**src/rtl/matmul_tile_mnk.sv**
```systemverilog
// Signed integer matrix-multiply tile: C[M][N] (+)= A[M][K] x B[K][N].
// Operands are captured on an accepted start. One k-slice is applied per cycle across an
// MxN grid of multiply-accumulate cells. Accumulate mode lets several K-tiles be chained
// into one result.
module matmul_tile_mnk #(
   parameter int unsigned DATA_W = 8,
   parameter int unsigned ACC_W  = 32,
   parameter int unsigned M      = 2,
   parameter int unsigned N      = 2,
   parameter int unsigned K      = 2
) (
   input  logic                     clk,
   input  logic                     rst_n,
   input  logic                     start,
   input  logic                     accumulate,
   input  logic signed [DATA_W-1:0] A [M][K],
   input  logic signed [DATA_W-1:0] B [K][N],
   output logic signed [ACC_W-1:0]  C [M][N],
   output logic                     busy,
   output logic                     done,
   output logic                     c_valid
);

   localparam int unsigned KW = (K > 1) ? $clog2(K) : 1;
   localparam int unsigned PW = 2 * DATA_W;
   localparam logic [KW-1:0] KLast = KW'(K - 1);

   // Reject builds where a full product would not fit in the accumulator.
   if (ACC_W < 2 * DATA_W) begin : g_bad_acc_w
      $error("ACC_W must be at least 2*DATA_W");
   end

   typedef enum logic [0:0] {StIdle, StRun} state_e;

   state_e                   state_q, state_d;
   logic [KW-1:0]            k_q, k_d;
   logic signed [DATA_W-1:0] a_q [M][K];
   logic signed [DATA_W-1:0] a_d [M][K];
   logic signed [DATA_W-1:0] b_q [K][N];
   logic signed [DATA_W-1:0] b_d [K][N];
   logic signed [ACC_W-1:0]  c_q [M][N];
   logic signed [ACC_W-1:0]  c_d [M][N];
   logic                     busy_q, busy_d;
   logic                     done_q, done_d;
   logic                     c_valid_q, c_valid_d;

   // Full-precision products for the current k-slice, sign-extended to accumulator width.
   logic signed [PW-1:0]     prod [M][N];
   logic signed [ACC_W-1:0]  prod_ext [M][N];

   // Products of the captured operands for the k-slice selected by the counter.
   always_comb begin
      for (int unsigned i = 0; i < M; i++) begin
         for (int unsigned j = 0; j < N; j++) begin
            prod[i][j]     = PW'(a_q[i][k_q]) * PW'(b_q[k_q][j]);
            prod_ext[i][j] = ACC_W'(prod[i][j]);
         end
      end
   end

   // Next-state: operand capture, accumulator update, k sequencing and status flags.
   always_comb begin
      state_d   = state_q;
      k_d       = k_q;
      a_d       = a_q;
      b_d       = b_q;
      c_d       = c_q;
      done_d    = 1'b0;
      c_valid_d = c_valid_q;

      case (state_q)
         StIdle: begin
            if (start) begin
               a_d       = A;
               b_d       = B;
               k_d       = '0;
               c_valid_d = 1'b0;
               state_d   = StRun;
               if (!accumulate) begin
                  for (int unsigned i = 0; i < M; i++) begin
                     for (int unsigned j = 0; j < N; j++) begin
                        c_d[i][j] = '0;
                     end
                  end
               end
            end
         end
         StRun: begin
            // Sums wrap modulo 2^ACC_W by construction.
            for (int unsigned i = 0; i < M; i++) begin
               for (int unsigned j = 0; j < N; j++) begin
                  c_d[i][j] = c_q[i][j] + prod_ext[i][j];
               end
            end
            if (k_q == KLast) begin
               state_d   = StIdle;
               done_d    = 1'b1;
               c_valid_d = 1'b1;
               k_d       = '0;
            end else begin
               k_d = k_q + KW'(1);
            end
         end
         default: begin
            state_d = StIdle;
         end
      endcase

      busy_d = (state_d == StRun);
   end

   // State and registered outputs; synchronous active-low reset aborts any run.
   always_ff @(posedge clk) begin
      if (!rst_n) begin
         state_q   <= StIdle;
         k_q       <= '0;
         busy_q    <= 1'b0;
         done_q    <= 1'b0;
         c_valid_q <= 1'b0;
         for (int unsigned i = 0; i < M; i++) begin
            for (int unsigned kk = 0; kk < K; kk++) begin
               a_q[i][kk] <= '0;
            end
         end
         for (int unsigned kk = 0; kk < K; kk++) begin
            for (int unsigned j = 0; j < N; j++) begin
               b_q[kk][j] <= '0;
            end
         end
         for (int unsigned i = 0; i < M; i++) begin
            for (int unsigned j = 0; j < N; j++) begin
               c_q[i][j] <= '0;
            end
         end
      end else begin
         state_q   <= state_d;
         k_q       <= k_d;
         busy_q    <= busy_d;
         done_q    <= done_d;
         c_valid_q <= c_valid_d;
         a_q       <= a_d;
         b_q       <= b_d;
         c_q       <= c_d;
      end
   end

   assign C       = c_q;
   assign busy    = busy_q;
   assign done    = done_q;
   assign c_valid = c_valid_q;

endmodule

```
**config.mk**
```make
export PLATFORM = sky130hd
export DESIGN_NAME = matmul_tile_mnk
export DESIGN_NICKNAME = d
export VERILOG_FILES = /design/src/rtl/matmul_tile_mnk.sv
export SDC_FILE = /design/constraint.sdc
export NUM_CORES = 2
export LEC_CHECK = 0
export CAP_MARGIN = 0
export CORE_UTILIZATION = 55
export DETAILED_ROUTE_END_ITERATION = 10
export MAX_ROUTING_LAYER = met4
export PLACE_DENSITY = 0.75
export REMOVE_ABC_BUFFERS = 1
export SLEW_MARGIN = 10
export SYNTH_ARGS = -nofsm -noshare
export SYNTH_HDL_FRONTEND = slang
export SYNTH_SLANG_ARGS = --single-unit
```
**constraint.sdc**
```tcl
create_clock -name clk -period 10.7 [get_ports clk]
set_clock_uncertainty 0.2 [all_clocks]
set_input_delay 2.14 -clock clk [delete_from_list [all_inputs] [get_ports clk]]
set_output_delay 2.14 -clock clk [all_outputs]
set_load 0.01 [all_outputs]
```
==> impl_results.md <==
- Crit Path Max Fanout: 25
- Setup tns final: 0 ns
- Post-Syn Area: 28150 um^2
- Met1 Use GR: 0.4057
- Data arrival, critical path: between 8 and 9 ns
- First-pass GRT wire length: 120400 um
- Num rows: 82
- Commonest cells after routing, fill and taps aside: 544 x fa_1, 394 x inv_1, 306 x nand2_1, 280 x ha_1, 197 x clkdlybuf4s50_1
- Cts hold-fix bufs: 0
- Power Dens Cells: 105.7 nW/um^2
- IO Count: ~200
- CP dominant cell by count: fa_1
- Synth Flop Type: dfxtp_1
- M3 GR Usage: 0.04925
- Post-synthesis mux area share: 0.02173
- Number of nets in the layout: ~3.9k
- Number of synthesis warnings: 0
- Worst-path clk slew: approximately 0.090 ns
- CTS Buf Count: 17
- Tot GR Track Use: 0.3031
- Initial DRC count: around 1.6k
- P_leak: roughly 16 nW
- RSZ-0062 raised after global routing: false
- Final setup violation count: 0
- Worst-margin pin slew: ~1.3 ns
- Detailed Route WL: approximately 72000 um
- Distinct cells, synth: 67
- Die Ht: about 230 um
- Delay-heaviest family, CP: adder cells
- Die Area: 52090 um^2
- Outcome: completed
- Die width: between 200 and 250 um
- Port Buf Inserts: approximately 200
- P&R area growth vs syn: 12.24%
- Clock Latency Late Sink: 0.52 ns
- CTS tree: built
- Fin crit period: 7.859 ns
- Wirelength per Cell: between 15 and 20 um
- Drc violations: 0
- Post-detail-place hpwl: ~56000 um
- Post-Synth Adder-Cell Area: 0.5113
- # H-tree levels: 4
- Period utilisation layout: 0.7345
- Hold Crit Depth: 2
- Fill count: just over 4k
- R2R depth: 21
- Max Freq: around 130 MHz
- Main combinational cell family by area after synthesis: adder cells
- CORE AREA: around 50000 um^2
- Clk buf depth: 2
- R2r startpoint: k_q$_SDFFE_PN0P_
- Reg-to-reg endpoint: C[29]$_SDFFE_PN0P_
- CTS sink cnt: 196
- Xor-xnor portion of the synthesized cell area: 0.03671
- Initial antenna violation count: 0
- Via count: between 20k and 25k
- Clock Root Buffer: clkbuf_16
- Crit Path Class: reg2reg
- Final RePlAce weighted congestion: a little over 0.9
- Largest net degree at the start of global routing: roughly 100
- Hold Path Class: reg2reg
- Setup WS pre-CTS: between 2 and 3 ns
- Busiest grt layer: met2
- Layout cells sized above 1: 0.03845
- Met2 Use GR: 0.4704
- Crit path largest cell delay: 0.80 ns
- Commonest non-fill, non-tap cell in the layout: fa_1
- Syn Inst Count: around 2.9k
- Final Hold Viols: 0
- Critical path cell sequence: buf_4 > mux2i_1 > nor2_4 > buf_4 > inv_1 > fa_1 > inv_1 > fa_1 > fa_1 > fa_1 > fa_1 > ha_1 > nand3_1 > o211ai_1 > nand3_1 > a211oi_1 > a31oi_1 > o21ai_0 > a31oi_1 > xor2_1 > o21ai_0
- Number of global-route vias before repair: between 20k and 25k
- Simple logic cell fraction of the synthesized area: 0.1112
- Critical Path End Type: flip-flop
- Setup Fix Bufs, Post-CTS: 0
- Worst Path Buf+Inv: 4
- Flops & latches, synth: 196
- Max Slew Vio Count: 0
- Hold wc startpoint: b_q[15]$_SDFFE_PN0P_
- Post-layout util: 0.6272
- Mean Syn Cell Area: between 9 and 10 um^2
- Worst Hold Path EP: b_q[15]$_SDFFE_PN0P_
- Post-synth EDFFs: 0
- Register area share after synthesis: 0.1394
- Worst slew margin: 0.1195
- Maximum VDD drop: 150.5 uV
- Share of async-settable or async-resettable flops after synthesis: 0
- GRT Residual Overflow: 0
- # diodes: 0
- Post-CTS Resized: 0
- Setup crit start kind: flip-flop
- Power, Total: around 3.3 mW
- Post-placement cell area: 30960 um^2
- Worst R2R Setup Slack: between 2 and 3 ns
- Worst endpoint required time: around 11 ns
- Drt pass-1 iters: 6
- Worst setup slack after layout: ~2.8 ns
- Max Cap Viol: 0
- Synth Area in Compound Gates: 0.1159
- Initial core utilization: 0.5588
- Vias/cell: roughly 5.7
- Final ANT Viol Nets: 0
- Critical-path top delay cell: mux2i_1
- Non-Filler Cell Area, Final: approximately 32000 um^2
-- kinds of logic after synthesis --
kind of cell / after synthesis
adder cells (fa/ha/maj): 824
AND/OR/NAND/NOR: 704
AO/OA/AOI/OAI: 485
buffers and inverters: 478
flip-flops: 196
XOR/XNOR: 118
multiplexers: 58
-- synthesized netlist by cell type (3+ instances only) --
cell type	n	area, um^2
a22oi_1	72	540.5
ha_1	280	3503
fa_1	544	10890
inv_1	394	1479
o21ai_0	84	420.4
and3_1	15	93.84
a32oi_1	4	35.03
xor2_1	43	376.6
a211oi_1	13	97.59
nand4_1	10	62.56
a31oi_1	12	75.07
a221oi_1	5	43.79
o31ai_1	4	30.03
a211o_1	3	26.28
a31o_2	4	35.03
clkbuf_1	70	262.8
nand3b_1	3	22.52
buf_1	14	52.55
dfxtp_1	196	3924
mux2i_1	33	330.3
o211ai_1	6	45.04
nand3_1	23	115.1
nor2b_1	85	531.8
or2_2	4	25.02
nor3_1	10	50.05
o21a_1	8	60.06
nor2_1	196	735.7
o22ai_1	3	18.77
and2_1	16	100.1
or3_1	9	56.30
nand2_1	306	1149
a21o_1	60	450.4
a21oi_1	96	480.5
nand2b_1	18	112.6
xnor2_1	75	656.9
mux2_2	25	281.5
a21boi_0	67	503.0
o21bai_1	18	135.1
-- final cells by class --
class,count,area (um^2),area share
Inverter,394,1479,0.04680
Clock buffer,17,425.4,0.01346
Tap cell,672,840.8,0.02661
Clock inverter,15,190.2,0.006019
Sequential cell,196,3929,0.1243
Multi-Input combinational cell,2189,22490,0.7117
Timing Repair Buffer,232,2247,0.07112
-- where the power goes --
part	leakage (nW)	total [mW]	switching (mW)	internal (mW)
clock network	0.299	0.731	0.357	0.373
registers	1.60	0.880	0.0884	0.792
logic	14.0	1.73	0.989	0.739
total	15.9	3.34	1.43	1.90
-- how the worst max path moves through the flow --
| stage | startpoint | to | slack (ns) | depth (start not counted) |
|---|---|---|---|---|
| floorplan | k_q$_SDFFE_PN0P_ | C[123]$_SDFFE_PN0P_ | 1.25 | 19 |
| global placement | k_q$_SDFFE_PN0P_ | C[93]$_SDFFE_PN0P_ | 3.09 | 20 |
| detailed placement | k_q$_SDFFE_PN0P_ | C[123]$_SDFFE_PN0P_ | 2.94 | 21 |
| CTS | k_q$_SDFFE_PN0P_ | C[93]$_SDFFE_PN0P_ | 2.94 | 20 |
| global route | k_q$_SDFFE_PN0P_ | C[123]$_SDFFE_PN0P_ | 2.50 | 21 |
| finish | k_q$_SDFFE_PN0P_ | C[29]$_SDFFE_PN0P_ | 2.84 | 21 |
-- worst register-to-register path: stages (launching register included) --
cell and delay [ns]:
dfxtp_2 0.57, buf_4 0.43, mux2i_1 0.81, nor2_4 0.05, buf_4 0.33, inv_1 0.14, fa_1 0.42, inv_1 0.09
fa_1 0.45, fa_1 0.57, fa_1 0.43, fa_1 0.46, ha_1 0.39, nand3_1 0.09, o211ai_1 0.50, nand3_1 0.22
a211oi_1 0.58, a31oi_1 0.31, o21ai_0 0.33, a31oi_1 0.14, xor2_1 0.14, o21ai_0 0.08
-- through the flow --
step	hold WS, ns	cells
after CTS	0.2750	3714
final	0.2734	3715
after global placement	0.2519	3682
after global routing	0.2995	3715
after floorplan	0.2399	2779
after detailed placement	0.2627	3682
-- routing by layer --
metal | vias up | share of wire
met5 | - | 0
met1 | 10670 | 0.43
met4 | 0 | 0.030
met3 | 127 | 0.068
li1 | 9599 | -
met2 | 790 | 0.47
-- sequential cells by signal, summed over array words and instances (netlist names) --
| signal | count |
|---|---|
| a_q | 32 |
| C | 128 |
| c_valid | 1 |
| k_q | 1 |
| b_q | 32 |
| done | 1 |
| busy | 1 |
No activity file was read; power rests on OpenSTA's default activity.
==> edit, RTL diff (same settings) <==
Change the parameter `N` from 2 to 1.
--- a/src/rtl/matmul_tile_mnk.sv
+++ b/src/rtl/matmul_tile_mnk.sv
@@ -7,5 +7,5 @@
    parameter int unsigned ACC_W  = 32,
    parameter int unsigned M      = 2,
-   parameter int unsigned N      = 2,
+   parameter int unsigned N      = 1,
    parameter int unsigned K      = 2
 ) (
Interface: changed (resized B and C); port bits go from 199 to 119. No check against the original RTL was run, so the function may have changed too.
==> edit against the unedited design <==
- critical path depth down 4
- die area shrank 46%
- non-clock buffer count fell by 100
- wire length down 50%
- area after synthesis is 46% lower
- sequential cell count fell by 80
- cell area decreased by 45%
- core utilization rose by 1.4 points
- total power fell by 38%
- setup slack better by 0.63 ns
- critical path type unchanged
- largest cell class unchanged
==> edit: results (changes against the unedited design) <==
The flow ran to the end, and the final reports show no timing, DRC or antenna violations. Global-route wire length before repair: 60,600 um (-50%). The tools report the number of antenna diodes as 0 (unchanged). The number of design-rule violations left by the first detailed-router iteration was 748 (-52%). The fraction of layout instances using a drive strength above 1 was 5.94% (+2.1 points).

The register clock-pin slew on the reported worst setup and hold paths was 0.07 ns (-0.02 ns). The number of cell instances on the worst register-to-register path is 17 (-19%), and the number of warnings reported in the yosys synthesis log is 0 (unchanged). Among all flip-flop cells after synthesis, the most frequent one is sky130_fd_sc_hd__dfxtp_1. The tools report the post-cts repair resize count as 0 (unchanged). The clock latency on the worst-skew pair was 0.44 ns (-0.08 ns); the count of input and output buffers was 118 (-40%). The termination of the worst setup path was C[55]$_SDFFE_PN0P_. The relative max-transition margin was 29.5% (+18 points).

Launch point of the worst reg-to-reg path: k_q$_SDFFE_PN0P_. The run gives 15.3% (+1.4 points) as the fraction of the yosys area taken by sequential cells. Dominant delay contributor by cell family on the critical path: adder cells. For the post-placement cell count, the log shows 1,975 (-46%).

The worst IR drop on VDD came out at 0.100 mV (-33%). The worst min-delay path class was reg2reg. The number of flip-flops in the largest register is 64 (-50%). The run gives 4 (unchanged) as the H-tree depth. By count the netlist is led by sky130_fd_sc_hd__fa_1, sky130_fd_sc_hd__inv_1, sky130_fd_sc_hd__nand2_1. The number of distinct standard cells referenced by the synthesized netlist was 72 (+7.5%). The run gives 17 (unchanged) as the clock buffer count from CTS. The worst setup path is launched from a flop.

The run gives 3.57 ns (+0.628 ns) as the post-placement worst setup slack. The global-route total usage across every layer is 28.1% (-2.2 points). Largest net degree at the start of global routing: 85 (-13%). The leakage power is 8.46 nW (-47%), and the average via count per standard cell is 5.61 (-1.6%). The number of instances on the worst hold path is 2 (unchanged), and the number of nets in the final layout is 2,117 (-46%). The worst-path maximum fanout was 26 (+4.0%). Number of global-route vias before repair: 12,000 (-47%).

Average cell area after synthesis: 9.79 sq um (-0.46%). Wire length per cell: 17.9 um (-7.5%). The tools report the CTS root buffer as sky130_fd_sc_hd__clkbuf_16. The logs give 7.37 ns (-0.69 ns) for the data arrival time of the critical path and 27,700 um (-50%) for the post-DP HPWL. The deepest clock path buffer count was 2 (unchanged); the delay of the slowest critical-path stage was 0.65 ns (-0.15 ns). The initial antenna violation count was 0 (unchanged).

The share of flip-flops with an asynchronous set or reset after synthesis works out to 0% (unchanged). For the final critical-path setup slack, the log shows 3.47 ns (+0.627 ns). By area the synthesized netlist is led by sky130_fd_sc_hd__fa_1, sky130_fd_sc_hd__dfxtp_1, sky130_fd_sc_hd__ha_1. The logs give 0 (unchanged) for the post-CTS setup-driven buffer insertion count and 0.911 (-0.90%) for the global placer's final weighted congestion. The routed wire length was 35,900 um (-50%); the number of iterations in the first detailed-routing pass was 5 (-1).

The slowest stage of the critical path is the sky130_fd_sc_hd__dfxtp_2 cell.
edit: how the worst min path moves through the flow:
stage	start	to	slack (ns)
after global routing	b_q[1]$_SDFFE_PN0P_	b_q[1]$_SDFFE_PN0P_	0.29
after floorplan	b_q[1]$_SDFFE_PN0P_	b_q[1]$_SDFFE_PN0P_	0.24
after CTS	b_q[13]$_SDFFE_PN0P_	b_q[13]$_SDFFE_PN0P_	0.28
after global placement	b_q[1]$_SDFFE_PN0P_	b_q[1]$_SDFFE_PN0P_	0.25
final	b_q[13]$_SDFFE_PN0P_	b_q[13]$_SDFFE_PN0P_	0.27
after detailed placement	b_q[1]$_SDFFE_PN0P_	b_q[1]$_SDFFE_PN0P_	0.27
edit: per-layer routing:
metal	wire [um]	track usage (%)
met1	15400	35.5
met5	0	-
met4	962	8.74
met3	1930	4.30
met2	17600	46.9
edit: kinds of logic (layout without fill, tap and decap cells):
group	after synthesis	in the layout	synth area share, %
AOI/OAI and AO/OA	289	289	13.5
DFF	116	116	15.3
adders and majority gates	412	412	47.4
and+or+nand+nor	382	382	11.0
xor gates and xnor gates	54	54	3.12
muxes	49	49	3.40
buffers and inverters	249	364	6.30
edit: layout make-up:
cell class / count / area (sq um)
clock buffer: 18 / 439
clock inverter: 14 / 168
fill: 2211 / 9700
inverter: 200 / 751
multi-input combinational: 1186 / 11900
sequential: 116 / 2320
tap: 341 / 427
timing repair buffer: 132 / 1280
edit: where the power goes:
part	switching (mW)	leakage (nW)	internal, mW
clock network	0.258	0.292	0.357
logic	0.527	7.22	0.401
registers	0.0458	0.947	0.470
